## config.mk

```make
export PLATFORM = sky130hd
export DESIGN_NAME = downcounter_4d
export DESIGN_NICKNAME = d
export VERILOG_FILES = /design/src/rtl/downcounter_4d.sv
export SDC_FILE = /design/constraint.sdc
export NUM_CORES = 1
export LEC_CHECK = 0
export BUFFER_PORTS_ARGS = -buffer_cell sky130_fd_sc_hd__buf_2
export CAP_MARGIN = 20
export CORE_ASPECT_RATIO = 1.25
export CORE_UTILIZATION = 30
export DETAILED_ROUTE_END_ITERATION = 12
export PLACE_DENSITY = 0.62
export REMOVE_ABC_BUFFERS = 1
export SYNTH_ARGS = -nofsm -noshare
export SYNTH_HDL_FRONTEND = slang
export SYNTH_SLANG_ARGS = --single-unit
```

## constraint.sdc

```tcl
create_clock -name clk -period 4.6 [get_ports clk]
set_clock_uncertainty 0.1 [all_clocks]
set_input_delay 0.69 -clock clk [delete_from_list [all_inputs] [get_ports clk]]
set_output_delay 0.69 -clock clk [all_outputs]
set_load 0.02 [all_outputs]
```

## src/rtl/downcounter_4d.sv

```systemverilog
// downcounter_4d: loadable mm:ss BCD countdown timer.
// A value is loaded (clamped per digit), then counted down once per tick
// while running, stopping at 00:00 with a done level and a one-cycle
// expired pulse. The FSM state is held in `state` for hierarchical probing.
module downcounter_4d #(
  parameter int BCD_BIT_WIDTH = 4,
  parameter int SEC_TENS_MAX  = 5,
  parameter int MIN_TENS_MAX  = 5
) (
  input  logic                     clk,
  input  logic                     rst,
  input  logic                     tick,
  input  logic                     load,
  input  logic                     start_stop,
  input  logic [BCD_BIT_WIDTH-1:0] set_digit0,
  input  logic [BCD_BIT_WIDTH-1:0] set_digit1,
  input  logic [BCD_BIT_WIDTH-1:0] set_digit2,
  input  logic [BCD_BIT_WIDTH-1:0] set_digit3,
  output logic [BCD_BIT_WIDTH-1:0] digit0,
  output logic [BCD_BIT_WIDTH-1:0] digit1,
  output logic [BCD_BIT_WIDTH-1:0] digit2,
  output logic [BCD_BIT_WIDTH-1:0] digit3,
  output logic                     running,
  output logic                     done,
  output logic                     expired
);

  localparam int W = BCD_BIT_WIDTH;
  localparam logic [W-1:0] ZERO     = '0;
  localparam logic [W-1:0] ONE      = W'(1);
  localparam logic [W-1:0] NINE     = W'(9);
  localparam logic [W-1:0] SEC_TMAX = W'(SEC_TENS_MAX);
  localparam logic [W-1:0] MIN_TMAX = W'(MIN_TENS_MAX);

  typedef enum logic [1:0] {
    IDLE  = 2'd0,
    RUN   = 2'd1,
    PAUSE = 2'd2,
    DONE  = 2'd3
  } state_t;

  state_t state, state_next;

  logic [W-1:0] d0_next, d1_next, d2_next, d3_next;
  logic [W-1:0] dec0, dec1, dec2, dec3;
  logic [W-1:0] ld0, ld1, ld2, ld3;
  logic         borrow1, borrow2, borrow3;
  logic         value_nonzero, dec_zero;
  logic         expired_next;

  // Out-of-range set values load as the digit's limit, so digits stay legal.
  function automatic logic [W-1:0] clamp(input logic [W-1:0] v,
                                         input logic [W-1:0] lim);
    return (v > lim) ? lim : v;
  endfunction

  // Load values after per-digit saturation.
  always_comb begin
    ld0 = clamp(set_digit0, NINE);
    ld1 = clamp(set_digit1, SEC_TMAX);
    ld2 = clamp(set_digit2, NINE);
    ld3 = clamp(set_digit3, MIN_TMAX);
  end

  // One-step decrement with a borrow rippling from seconds units upward.
  // digit3 never wraps: 00:00 is caught as terminal before it could.
  always_comb begin
    borrow1 = (digit0 == ZERO);
    dec0    = borrow1 ? NINE : (digit0 - ONE);
    borrow2 = borrow1 && (digit1 == ZERO);
    dec1    = borrow1 ? ((digit1 == ZERO) ? SEC_TMAX : (digit1 - ONE)) : digit1;
    borrow3 = borrow2 && (digit2 == ZERO);
    dec2    = borrow2 ? ((digit2 == ZERO) ? NINE : (digit2 - ONE)) : digit2;
    dec3    = borrow3 ? (digit3 - ONE) : digit3;
    value_nonzero = |{digit3, digit2, digit1, digit0};
    dec_zero      = ~|{dec3, dec2, dec1, dec0};
  end

  // Next-state and next-digit logic; load takes priority outside RUN, and
  // reaching 00:00 takes priority over a same-cycle pause request.
  always_comb begin
    state_next   = state;
    d0_next      = digit0;
    d1_next      = digit1;
    d2_next      = digit2;
    d3_next      = digit3;
    expired_next = 1'b0;
    unique case (state)
      IDLE, PAUSE, DONE: begin
        if (load) begin
          d0_next    = ld0;
          d1_next    = ld1;
          d2_next    = ld2;
          d3_next    = ld3;
          state_next = IDLE;
        end else if (start_stop) begin
          if (state == IDLE && value_nonzero) state_next = RUN;
          else if (state == PAUSE)            state_next = RUN;
        end
      end
      RUN: begin
        if (tick) begin
          d0_next = dec0;
          d1_next = dec1;
          d2_next = dec2;
          d3_next = dec3;
          if (dec_zero) begin
            state_next   = DONE;
            expired_next = 1'b1;
          end else if (start_stop) begin
            state_next = PAUSE;
          end
        end else if (start_stop) begin
          state_next = PAUSE;
        end
      end
      default: state_next = IDLE;
    endcase
  end

  // State, digit and status registers; all outputs come straight from flops.
  always_ff @(posedge clk or posedge rst) begin
    if (rst) begin
      state   <= IDLE;
      digit0  <= '0;
      digit1  <= '0;
      digit2  <= '0;
      digit3  <= '0;
      running <= 1'b0;
      done    <= 1'b0;
      expired <= 1'b0;
    end else begin
      state   <= state_next;
      digit0  <= d0_next;
      digit1  <= d1_next;
      digit2  <= d2_next;
      digit3  <= d3_next;
      running <= (state_next == RUN);
      done    <= (state_next == DONE);
      expired <= expired_next;
    end
  end

endmodule

```

# Yosys cells after proc, flatten, opt, wreduce, memory -nomap -nowiden
# Cells that the tools add are included.
# word_totals
regBits	21
latchBits	0
ram_bits	0
romBits	0
output_inout_bits	19
memories	0
# op_classes
addsub	4
mul	0
n_div	0
order_cmp	4
n_eq_ne	7
n_shift	0
n_mux	33
bitwise_logic	0
reduce_logical	11
# op_table
cell	n
2-to-1 mux 4 bit	18
case mux 4 bit (2 select lines)	4
OR reduction 16 bit	2
subtractor 4 x 1 -> 4 bit, second input constant	4
2-to-1 mux 2 bit	7
zero test 4 bit	3
greater-than comparator 4 x 3 -> 1 bit, second input constant	2
greater-than comparator 4 bit, second input constant	2
equality test 2 bit, second input constant	3
equality test 2 x 1 -> 1 bit, second input constant	2
!= test 2 bit, second input constant	2
case mux 2 bit (2 select lines)	1
logical AND 1 bit	3
2-to-1 mux 1 bit	3
OR reduction 3 bit	1
zero test 2 bit	1
AND reduction 2 bit	1

# Depth between registers and ports, before layout
# Gate-level depths: netlist of the first run.
# logic_depth
depth_word	9
ltp_mapped	7

# Worst setup path before layout of the first run
# No wires, ideal clock.
# synth_timing
path_kind	register -> register
from	register digit1[3]
to	register running
setup_time_ns	0.119
t_arrival_ns	1.927
t_required_ns	4.381
path_slack_ns	2.454
path_stages_with_launch	7
path_buffers	1
synth_period_minus_slack_ns	2.146
cell_sequence	dfrtp_1 > or4_4 > buf_6 > nor4_4 > xnor2_1 > nand4_1 > o21a_1
# synth_via
elab_chain_cells	9
elab_cells_between_ends	18
# synth_rtl
element	line	rtl
from (decl)	20	output logic [BCD_BIT_WIDTH-1:0] digit1,
from (signal assigned)	135	digit1 <= d1_next;
branches (longest 7 deep; another with subtractor 4 x 1 -> 4 bit)	--	
case mux 2 bit (2 select lines) (*)	88	unique case (state)
equality test 2 x 1 -> 1 bit (*)	138	running <= (state_next == RUN);
to (signal assigned)	138	
to (decl)	23	output logic running,
# Mark *: on every way between the ends.
# A chain may end at the register's enable or synchronous reset.

# Final worst setup path of the first run
# layout_timing
from	register digit0[1]
to	register running
# layout_via
elab_chain_cells	9
elab_cells_between_ends	18
# layout_rtl
element	line	rtl
from (decl)	19	output logic [BCD_BIT_WIDTH-1:0] digit0,
from (signal assigned)	134	digit0 <= d0_next;
branches (longest 7 deep; another with subtractor 4 x 1 -> 4 bit)	--	
case mux 2 bit (2 select lines) (*)	88	
equality test 2 x 1 -> 1 bit (*)	138	
# Marked as above.

==> impl_metrics.toml, run 1 <==
[cts]
cts_setup_buffers = 0
clk_latency_ns = 0.26
path_clk_slew_ns = 0.08
h-tree-depth = 1
cts_tree = "done"
root_buffer = "clkbuf_8"
cts_buffers = 3
cts_resized = 0
ctsLongestPathBuffers = 2
postCtsHoldBufs = 0
cts_sinks = 21

[setup_path]
r2r-end = "running"
regToRegStartpoint = "digit0[1]"
max_stage_delay_ns = 0.71
crit_path_end_kind = "flip-flop"
critical_path_arrival_ns = 2.34
r2r_slack_ns = 2.32
ff2ff_path_depth = 5
critPathSlowestCell = "or4_1"
worstSetupPathType = "reg2reg"
crit_chain = "or4_1, nor4_4, xnor2_1, nand4_1, o21a_1"
cp_max_fo = 6
start_kind = "flip-flop"
cp_data_required_time_ns = 4.66

[power]
report.power.total_uw = 766
power.net_switching_uw = 347
swShare_pct = 45.3
power_density_mw_per_mm2 = 486
clkPwrFrac_pct = 16.2
seqPwrFrac_pct = 39.4
power_frac_comb_pct = 44.4
vdd_ir_drop_max_mv = 0.162
leakagePower_uw = 0.000706
p_int_uw = 419

[drt]
drt_pass1_iterations = 4
drc = 0
vias_per_cell = 5.25
wl_mm = 3.32
ant_nets = 0
wl_per_cell_um = 13.8
drt_iter0_markers = 28
vias = 1265

[sta]
max_freq_mhz = 439
max_slew_margin_pct = 44.2
min_period_ns = 2.28
finalCritPeriodShare_pct = 49.5
setup_viol = 0
hold_viol = 0
drv_slew = 0
worstMarginPinSlew_ns = 0.835
tns_ns = 0
rsz0062_at_grt = "false"
whs_ns = 0.447

[synthesis]
synth_area_mm2 = 0.00132
ys.flop_type = "dfrtp_1"
ys_ff_latch = 21
synth_area_leaders = "dfrtp_1 (40%), o21ai_0 (6.1%), nor2_1 (5.7%), nor4_4 (3.2%), nor3_1 (3.0%)"
synth_top_area_cell = "dfrtp_1"
async_reset_ff_share_pct = 100
synth_edf_count = 0
yosysUniqueCellTypes = 43
yosysMostFrequentCell = "dfrtp_1"
synth_top_area_share_pct = 40.0
ys_warn_count = 0
syn_inst = 150
synth_common_cells = "dfrtp_1 (21), nor2_1 (20), o21ai_0 (16)"
yosysSeqAreaShare_pct = 40.0
avgSynthCellArea_um2 = 8.77

[worst_hold_path]
hp-start = "digit3[1]"
min_to = "digit3[1]"
whs_path_depth = 1
min_path_type = "reg2reg"

[layout]
final_area_mm2 = 0.00158
layout.nets = 209
area_growth_pct = 19.9
fill_cells = 449
drive_gt1_share_pct = 28.1
n_antenna_cell = 0

[global_routing]
grt_max_degree = 25
overflow = 0
grt_pass1_vias = 1222
antenna_found_initial = 0
grtUsageTotal_pct = 15.1
grt_pass1_wl_mm = 5.50

[die]
fp.dieW_um = 61.2
dieArea_mm2 = 0.00465
rows = 26
core-area_mm2 = 0.00413
start_util_pct = 31.8
io_pins = 40
die_h_um = 76.0

[placement]
gp_congestion = 0.817
portBuffers = 39
postPlaceCellArea_mm2 = 0.00152
hpwl_mm = 2.47

[flow_run]
cap_violations = 0

[outcome]
outcome = "complete, no violations"
-- metrics by stage --
step	worst slack [ns]	utilization, %	cells
6_report	2.32	38.2	241
5_1_grt	2.20	38.2	241
4_1_cts	2.12	37.9	240
3_5_place_dp	2.12	36.8	236
3_3_place_gp	2.22	36.8	236
2_1_floorplan	2.07	-	140
-- worst max-delay path by stage --
stage / start / end / depth (start not counted)
final: digit0[1] / running / 5
after CTS: state[1] / digit0[3] / 5
after global placement: state[1] / digit2[3] / 5
after global routing: state[1] / digit0[0] / 6
after floorplan: state[1] / digit0[0] / 5
after detailed placement: state[1] / digit0[3] / 5
-- worst max-delay path: cells and delay by family, from the launching register on --
kind,cells,cell delay (ns)
AO/OA/AOI/OAI,1,0.18
XOR/XNOR,1,0.20
AND/OR/NAND/NOR,3,1.26
flip-flops,1,0.43
-- cell families after synthesis --
| family | Yosys count | synth area share (%) |
|---|---|---|
| flip-flops | 21 | 40.0 |
| adder cells (fa/ha/maj) | 2 | 1.90 |
| buffers and inverters | 16 | 6.85 |
| AND/OR/NAND/NOR | 61 | 26.2 |
| AO/OA/AOI/OAI | 49 | 24.5 |
| XOR/XNOR | 1 | 0.666 |
-- registers in the layout, summed over array words and instances, names as in the netlist --
| register | cells |
|---|---|
| expired | 1 |
| digit0 | 4 |
| running | 1 |
| digit2 | 4 |
| done | 1 |
| state | 2 |
| digit3 | 4 |
| digit1 | 4 |
-- layout by cell type (no fill, tap or decap), types with 2 or more instances in the layout --
cell        n
a211oi_1    2
a21oi_1     7
a31oi_1     5
a32oi_1     2
buf_2      39
clkbuf_8    3
dfrtp_1    21
ha_1        2
inv_1       6
nand2_1     9
nand2b_1    3
nand3_1     2
nand4_1     2
nor2_1     20
nor3_1      8
nor3b_1     2
nor4_1      2
nor4_4      2
nor4b_1     2
o21a_1      2
o21ai_0    16
o22a_1      2
o22ai_1     2
o2bb2ai_1   2
or2_2       2
or4_1       2
-- per-layer routing --
layer / track usage (%) / wire length (um) / up-vias
met5: 0 / 0 / -
met4: 3.41 / 36 / 0
met3: 2.55 / 123 / 5
met2: 24.8 / 1670 / 32
met1: 20.4 / 1490 / 608
li1: - / - / 620
-- layout make-up --
| type | count | area [um2] | share of cell area, % |
|---|---|---|---|
| inverter | 6 | 22.5 | 1.43 |
| tap | 56 | 70.1 | 4.44 |
| timing repair buffer | 41 | 214 | 13.6 |
| clock buffer | 4 | 45.0 | 2.86 |
| sequential | 21 | 526 | 33.3 |
| multi-input combinational | 113 | 699 | 44.4 |
-- power by group through the flow --
stage / Sequential (uW) / Combinational [uW] / Clock (uW)
2_1_floorplan: 345 / 179 / 0
3_3_place_gp: 306 / 332 / 0
3_5_place_dp: 305 / 337 / 0
4_1_cts: 302 / 338 / 126
5_1_grt: 312 / 375 / 133
6_report: 302 / 340 / 124
Note: power is estimated with default switching activity, not from simulation.
==> run 2, diff against run 1 <==
--- a/config.mk
+++ b/config.mk
@@ -10,7 +10,7 @@
 export CORE_ASPECT_RATIO = 1.25
 export CORE_UTILIZATION = 30
 export DETAILED_ROUTE_END_ITERATION = 12
-export PLACE_DENSITY = 0.62
+export PLACE_DENSITY = 0.64
 export REMOVE_ABC_BUFFERS = 1
 export SYNTH_ARGS = -nofsm -noshare
 export SYNTH_HDL_FRONTEND = slang
==> constraint.sdc (replaced) <==
create_clock -name clk -period 2 [get_ports clk]
set_clock_uncertainty 0.1 [all_clocks]
set_input_delay 0.3 -clock clk [delete_from_list [all_inputs] [get_ports clk]]
set_output_delay 0.3 -clock clk [all_outputs]
set_load 0.02 [all_outputs]
==> run 2 against run 1 <==
Worst hold slack lost 0.29 ns. Via count up 12%. The flow now finishes with violations (setup timing). Sequential share of layout area fell by 5.0 points. Combinational power grew to 3.3 times the previous value. Critical endpoint is now digit3[2]. Register-to-register slack got worse by 2.4 ns. Final area is 18% higher. Worst setup slack lost 2.4 ns. Global-route usage up 2.0 points. Non-clock buffer count increased by 31. Critical path depth increased by 3.
==> impl_metrics.toml, run 2 (synthesis results as in run 1) <==
[sta]
hold_viol = 0
drv_slew = 0
setup_viol = 3
min_period_ns = 2.05
finalCritPeriodShare_pct = 103
max_freq_mhz = 487
rsz0062_at_grt = "true"
setup_ws_ns = -0.0539
worstMarginPinSlew_ns = 0.447
max_slew_margin_pct = 69.5
tns_ns = -0.113

[drt]
drc = 0
vias_per_cell = 5.20
ant_nets = 0
wl_per_cell_um = 13.7
drt_pass1_iterations = 4
wl_mm = 3.72
vias = 1415
drt_iter0_markers = 93

[power]
power_density_mw_per_mm2 = 1110
seqPwrFrac_pct = 31.7
power_frac_comb_pct = 54.7
clkPwrFrac_pct = 13.6
leakagePower_uw = 0.000866
vdd_ir_drop_max_mv = 0.386
p_int_uw = 1180
power.net_switching_uw = 872
swShare_pct = 42.6

[layout]
multi_input_area_um2 = 742
n_antenna_cell = 0
final_common_cell = "buf_2"
area_growth_pct = 41.0
fill_cells = 419
layout.nets = 240
drive_gt1_share_pct = 41.7
final_cell_mix = "buf_2 (39), buf_4 (31), dfrtp_1 (21)"
register_area_um2 = 526
final_area_mm2 = 0.00185

[flow_run]
cap_violations = 0

[placement]
portBuffers = 39
postPlaceCellArea_mm2 = 0.00171
gp_congestion = 0.821
hpwl_mm = 2.79

[cts]
cts_buffers = 3
ctsLongestPathBuffers = 2
cts_sinks = 21
root_buffer = "clkbuf_8"
h-tree-depth = 1
path_clk_slew_ns = 0.07
clk_latency_ns = 0.26
cts_tree = "done"

[global_routing]
grt_max_degree = 22
antenna_found_initial = 0
overflow = 0
grtUsageTotal_pct = 17.2
grt_pass1_vias = 1376
grt_pass1_wl_mm = 6.09

[setup_path]
ff2ff_path_depth = 8
worstSetupPathType = "reg2reg"
cp_data_required_time_ns = 2.10
regToRegStartpoint = "digit3[1]"
start_kind = "flip-flop"
r2r_slack_ns = -0.05
r2r-end = "digit3[2]"
critical_path_arrival_ns = 2.16
cp_max_fo = 2
crit_path_end_kind = "flip-flop"

[die]
fp.dieW_um = 61.2
core-area_mm2 = 0.00413
die_h_um = 76.0
dieArea_mm2 = 0.00465
rows = 26
start_util_pct = 31.8
io_pins = 40

[outcome]
outcome = "finished, violations left"
violations = "setup timing"

[worst_hold_path]
min_path_type = "in2reg"
whs_path_depth = 3
min_to = "digit0[0]"
hp-start = "set_digit0[0]"
## run 2: what timing repair did
action / CTS / global route
resized for setup: 4 / 9
pin swaps: 2 / 12
buffers inserted: 2 / 4
hold buffers: 1 / 0
endpoints found under the hold margin: 21 / 0
endpoints found under the setup margin: 6 / 12
## run 2: worst max path at each step
stage                         start         to
after floorplan            state[1]  digit0[0]
after global placement    digit0[1]   state[0]
after detailed placement  digit1[3]    running
after CTS                 digit1[3]    running
after global routing      digit3[1]    running
final                     digit3[1]  digit3[2]
## run 2: per-layer routing
metal | part of all wire (%) | track usage [%] | up-vias | wire length, um
li1 | - | - | 688 | -
met1 | 40 | 19.5 | 678 | 1490
met2 | 53 | 30.0 | 39 | 1990
met3 | 4.0 | 3.06 | 10 | 149
met4 | 2.4 | 7.50 | 0 | 89
met5 | 0 | 0 | - | 0
## run 2: area by class of cell
cell class | count | area share, %
multi-input combinational | 113 | 40.0
sequential | 21 | 28.3
timing repair buffer | 72 | 24.2
tap | 56 | 3.78
clock buffer | 4 | 2.43
inverter | 6 | 1.21
## run 2: worst max-delay path, cell delays in order, from the launching register on
cell      delay [ns]
dfrtp_1         0.39
inv_2           0.08
ha_4            0.13
or3b_4          0.38
nor4_4          0.32
xnor2_2         0.11
buf_4           0.14
a211oi_2        0.22
a21o_1          0.12
## run 2: per-stage QoR
stage / hold slack [ns] / std cells / util, % / worst slack, ns / total power, uW
final: 0.157 / 272 / 44.9 / -0.0539 / 2050
after global placement: 0.243 / 261 / 41.3 / -0.0650 / 1670
after detailed placement: 0.244 / 261 / 41.3 / -0.0612 / 1680
after CTS: 0.158 / 268 / 43.5 / -0.0496 / 2000
after floorplan: 0.177 / 140 / - / -0.527 / 1200
after global routing: 0.182 / 272 / 44.9 / -0.153 / 2180
## run 2: power by group through the flow
stage | Combinational (uW) | Sequential [uW] | Clock [uW]
global route | 1220 | 668 | 299
CTS | 1070 | 645 | 283
finish | 1120 | 649 | 279
detailed placement | 1030 | 645 | 0
floorplan | 411 | 793 | 0
global placement | 1020 | 647 | 0
==> run 3, diff against run 2 <==
--- a/config.mk
+++ b/config.mk
@@ -8,10 +8,12 @@
 export BUFFER_PORTS_ARGS = -buffer_cell sky130_fd_sc_hd__buf_2
 export CAP_MARGIN = 20
 export CORE_ASPECT_RATIO = 1.25
-export CORE_UTILIZATION = 30
+export CORE_MARGIN = 4
+export CORE_UTILIZATION = 46
 export DETAILED_ROUTE_END_ITERATION = 12
-export PLACE_DENSITY = 0.64
+export PLACE_DENSITY = 0.87
 export REMOVE_ABC_BUFFERS = 1
+export SKIP_LAST_GASP = 1
 export SYNTH_ARGS = -nofsm -noshare
 export SYNTH_HDL_FRONTEND = slang
 export SYNTH_SLANG_ARGS = --single-unit
==> run 3 against run 2 <==
The flow still finishes with violations (setup timing). Worst setup slack worse by 0.039 ns. Sequential power rose by 2%. Flip-flop and latch count unchanged. First-iteration DRC count shrank 38%. Clock power shrank 24%. Clock-buffer cell count unchanged. Worst hold slack worse by 0.052 ns. Core utilization increased by 21 points. Final area shrank 4.1%.
==> impl_metrics.toml, run 3 (synthesis results as in run 1) <==
[layout]
final_cell_mix = "buf_2 (39), buf_4 (24), dfrtp_1 (21)"
fin_util_pct = 65.7
final_cells = 243
layout.nets = 233
area_growth_pct = 35.2
n_antenna_cell = 0
final_common_cell = "buf_2"
drive_gt1_share_pct = 40.7

[cts]
ctsLongestPathBuffers = 2
h-tree-depth = 1
path_clk_slew_ns = 0.12
clk_latency_ns = 0.31
cts_buffers = 3
cts_tree = "done"
cts_sinks = 21
root_buffer = "clkbuf_4"

[drt]
drt_iter0_markers = 58
ant_nets = 0
vias_per_cell = 5.89
drc = 0
wl_per_cell_um = 15.7
drt_pass1_iterations = 4
vias = 1431
wl_mm = 3.82

[setup_path]
crit_path_end_kind = "flip-flop"
ff2ff_path_depth = 7
cp_max_fo = 5
critical_path_arrival_ns = 2.21
worstSetupPathType = "reg2reg"
cp_data_required_time_ns = 2.12
r2r-end = "running"
regToRegStartpoint = "digit3[0]"
start_kind = "flip-flop"
crit_start = "digit3[0]"
r2r_slack_ns = -0.09

[sta]
max_slew_margin_pct = 72.2
min_period_ns = 2.09
rsz0062_at_grt = "true"
whs_ns = 0.105
worstMarginPinSlew_ns = 0.407
drv_slew = 0
finalCritPeriodShare_pct = 105
setup_ws_ns = -0.0928
setup_viol = 7
hold_viol = 0
max_freq_mhz = 478

[worst_hold_path]
hp-start = "load"
whs_path_depth = 2
min_to = "done"
min_path_type = "in2reg"

[placement]
dp.cells = 236
portBuffers = 39
place_ws_ns = -0.0834
gp_congestion = 0.890
hpwl_mm = 2.68

[power]
report.power.total_uw = 1950
p_int_uw = 1070
clkPwrFrac_pct = 10.9
vdd_ir_drop_max_mv = 0.612
power.net_switching_uw = 880
power_density_mw_per_mm2 = 1100
swShare_pct = 45.1
power_frac_comb_pct = 55.3
leakagePower_uw = 0.000834
seqPwrFrac_pct = 33.8

[die]
die_h_um = 67.8
io_pins = 40
rows = 21
fp.dieW_um = 55.8
dieArea_mm2 = 0.00378
core-area_mm2 = 0.00271
start_util_pct = 48.6

[global_routing]
grt_max_degree = 22
antenna_found_initial = 0
grtUsageTotal_pct = 19.9
grt_pass1_wl_mm = 5.93
overflow = 0
grt_pass1_vias = 1377

[outcome]
violations = "setup timing"
outcome = "finished, violations left"

[flow_run]
cap_violations = 0
[run 3: cell type report]
| cell class | instances | area (um2) |
|---|---|---|
| multi-input cells | 113 | 764 |
| fillers | 242 | 928 |
| well taps | 34 | 42.5 |
| flip-flops and latches | 21 | 526 |
| inverters | 6 | 22.5 |
| clock buffers | 4 | 26.3 |
| repair buffers | 65 | 397 |
[run 3: worst max path at each step]
stage	cells after the start	endpoint	slack (ns)
finish	7	running	-0.09
global placement	6	state[0]	-0.03
detailed placement	5	running	-0.08
global route	7	running	-0.20
CTS	5	running	-0.06
floorplan	5	digit0[0]	-0.53
[run 3: per-layer routing]
layer	up-vias	share of wire [%]	GRT usage, %
met3	11	6.4	2.49
met2	64	52	37.9
met1	681	38	20.8
li1	675	-	-
met5	-	0	0
met4	0	3.1	13.1
[run 3: power groups by stage]
stage | clock, uW | combinational [uW] | sequential (uW)
after floorplan | 0 | 411 | 793
after global placement | 0 | 961 | 651
after detailed placement | 0 | 981 | 655
after CTS | 219 | 1020 | 650
after global routing | 227 | 1170 | 682
final | 212 | 1080 | 659
[run 3: repair_timing]
action | in CTS | in global routing
endpoints found under the setup margin | 5 | 12
endpoints found under the hold margin | 21 | 0
setup buffers | 1 | 1
resized for setup | 4 | 14
hold buffers | 1 | 0
pin swaps | 2 | 7
[run 3: stage by stage]
stage | cell area (um2) | TNS (ns)
global route | 1780 | -1.25
detailed placement | 1660 | -0.124
finish | 1780 | -0.299
CTS | 1720 | -0.209
global placement | 1660 | -0.0365
floorplan | 1250 | -7.44
[run 3: worst max-delay path, cell delays in order, from the launching register on]
cell	delay (ns)
dfrtp_1	0.41
inv_2	0.08
ha_4	0.12
or3b_4	0.38
nor4_4	0.37
xnor2_2	0.16
nand4_1	0.21
o21a_1	0.17
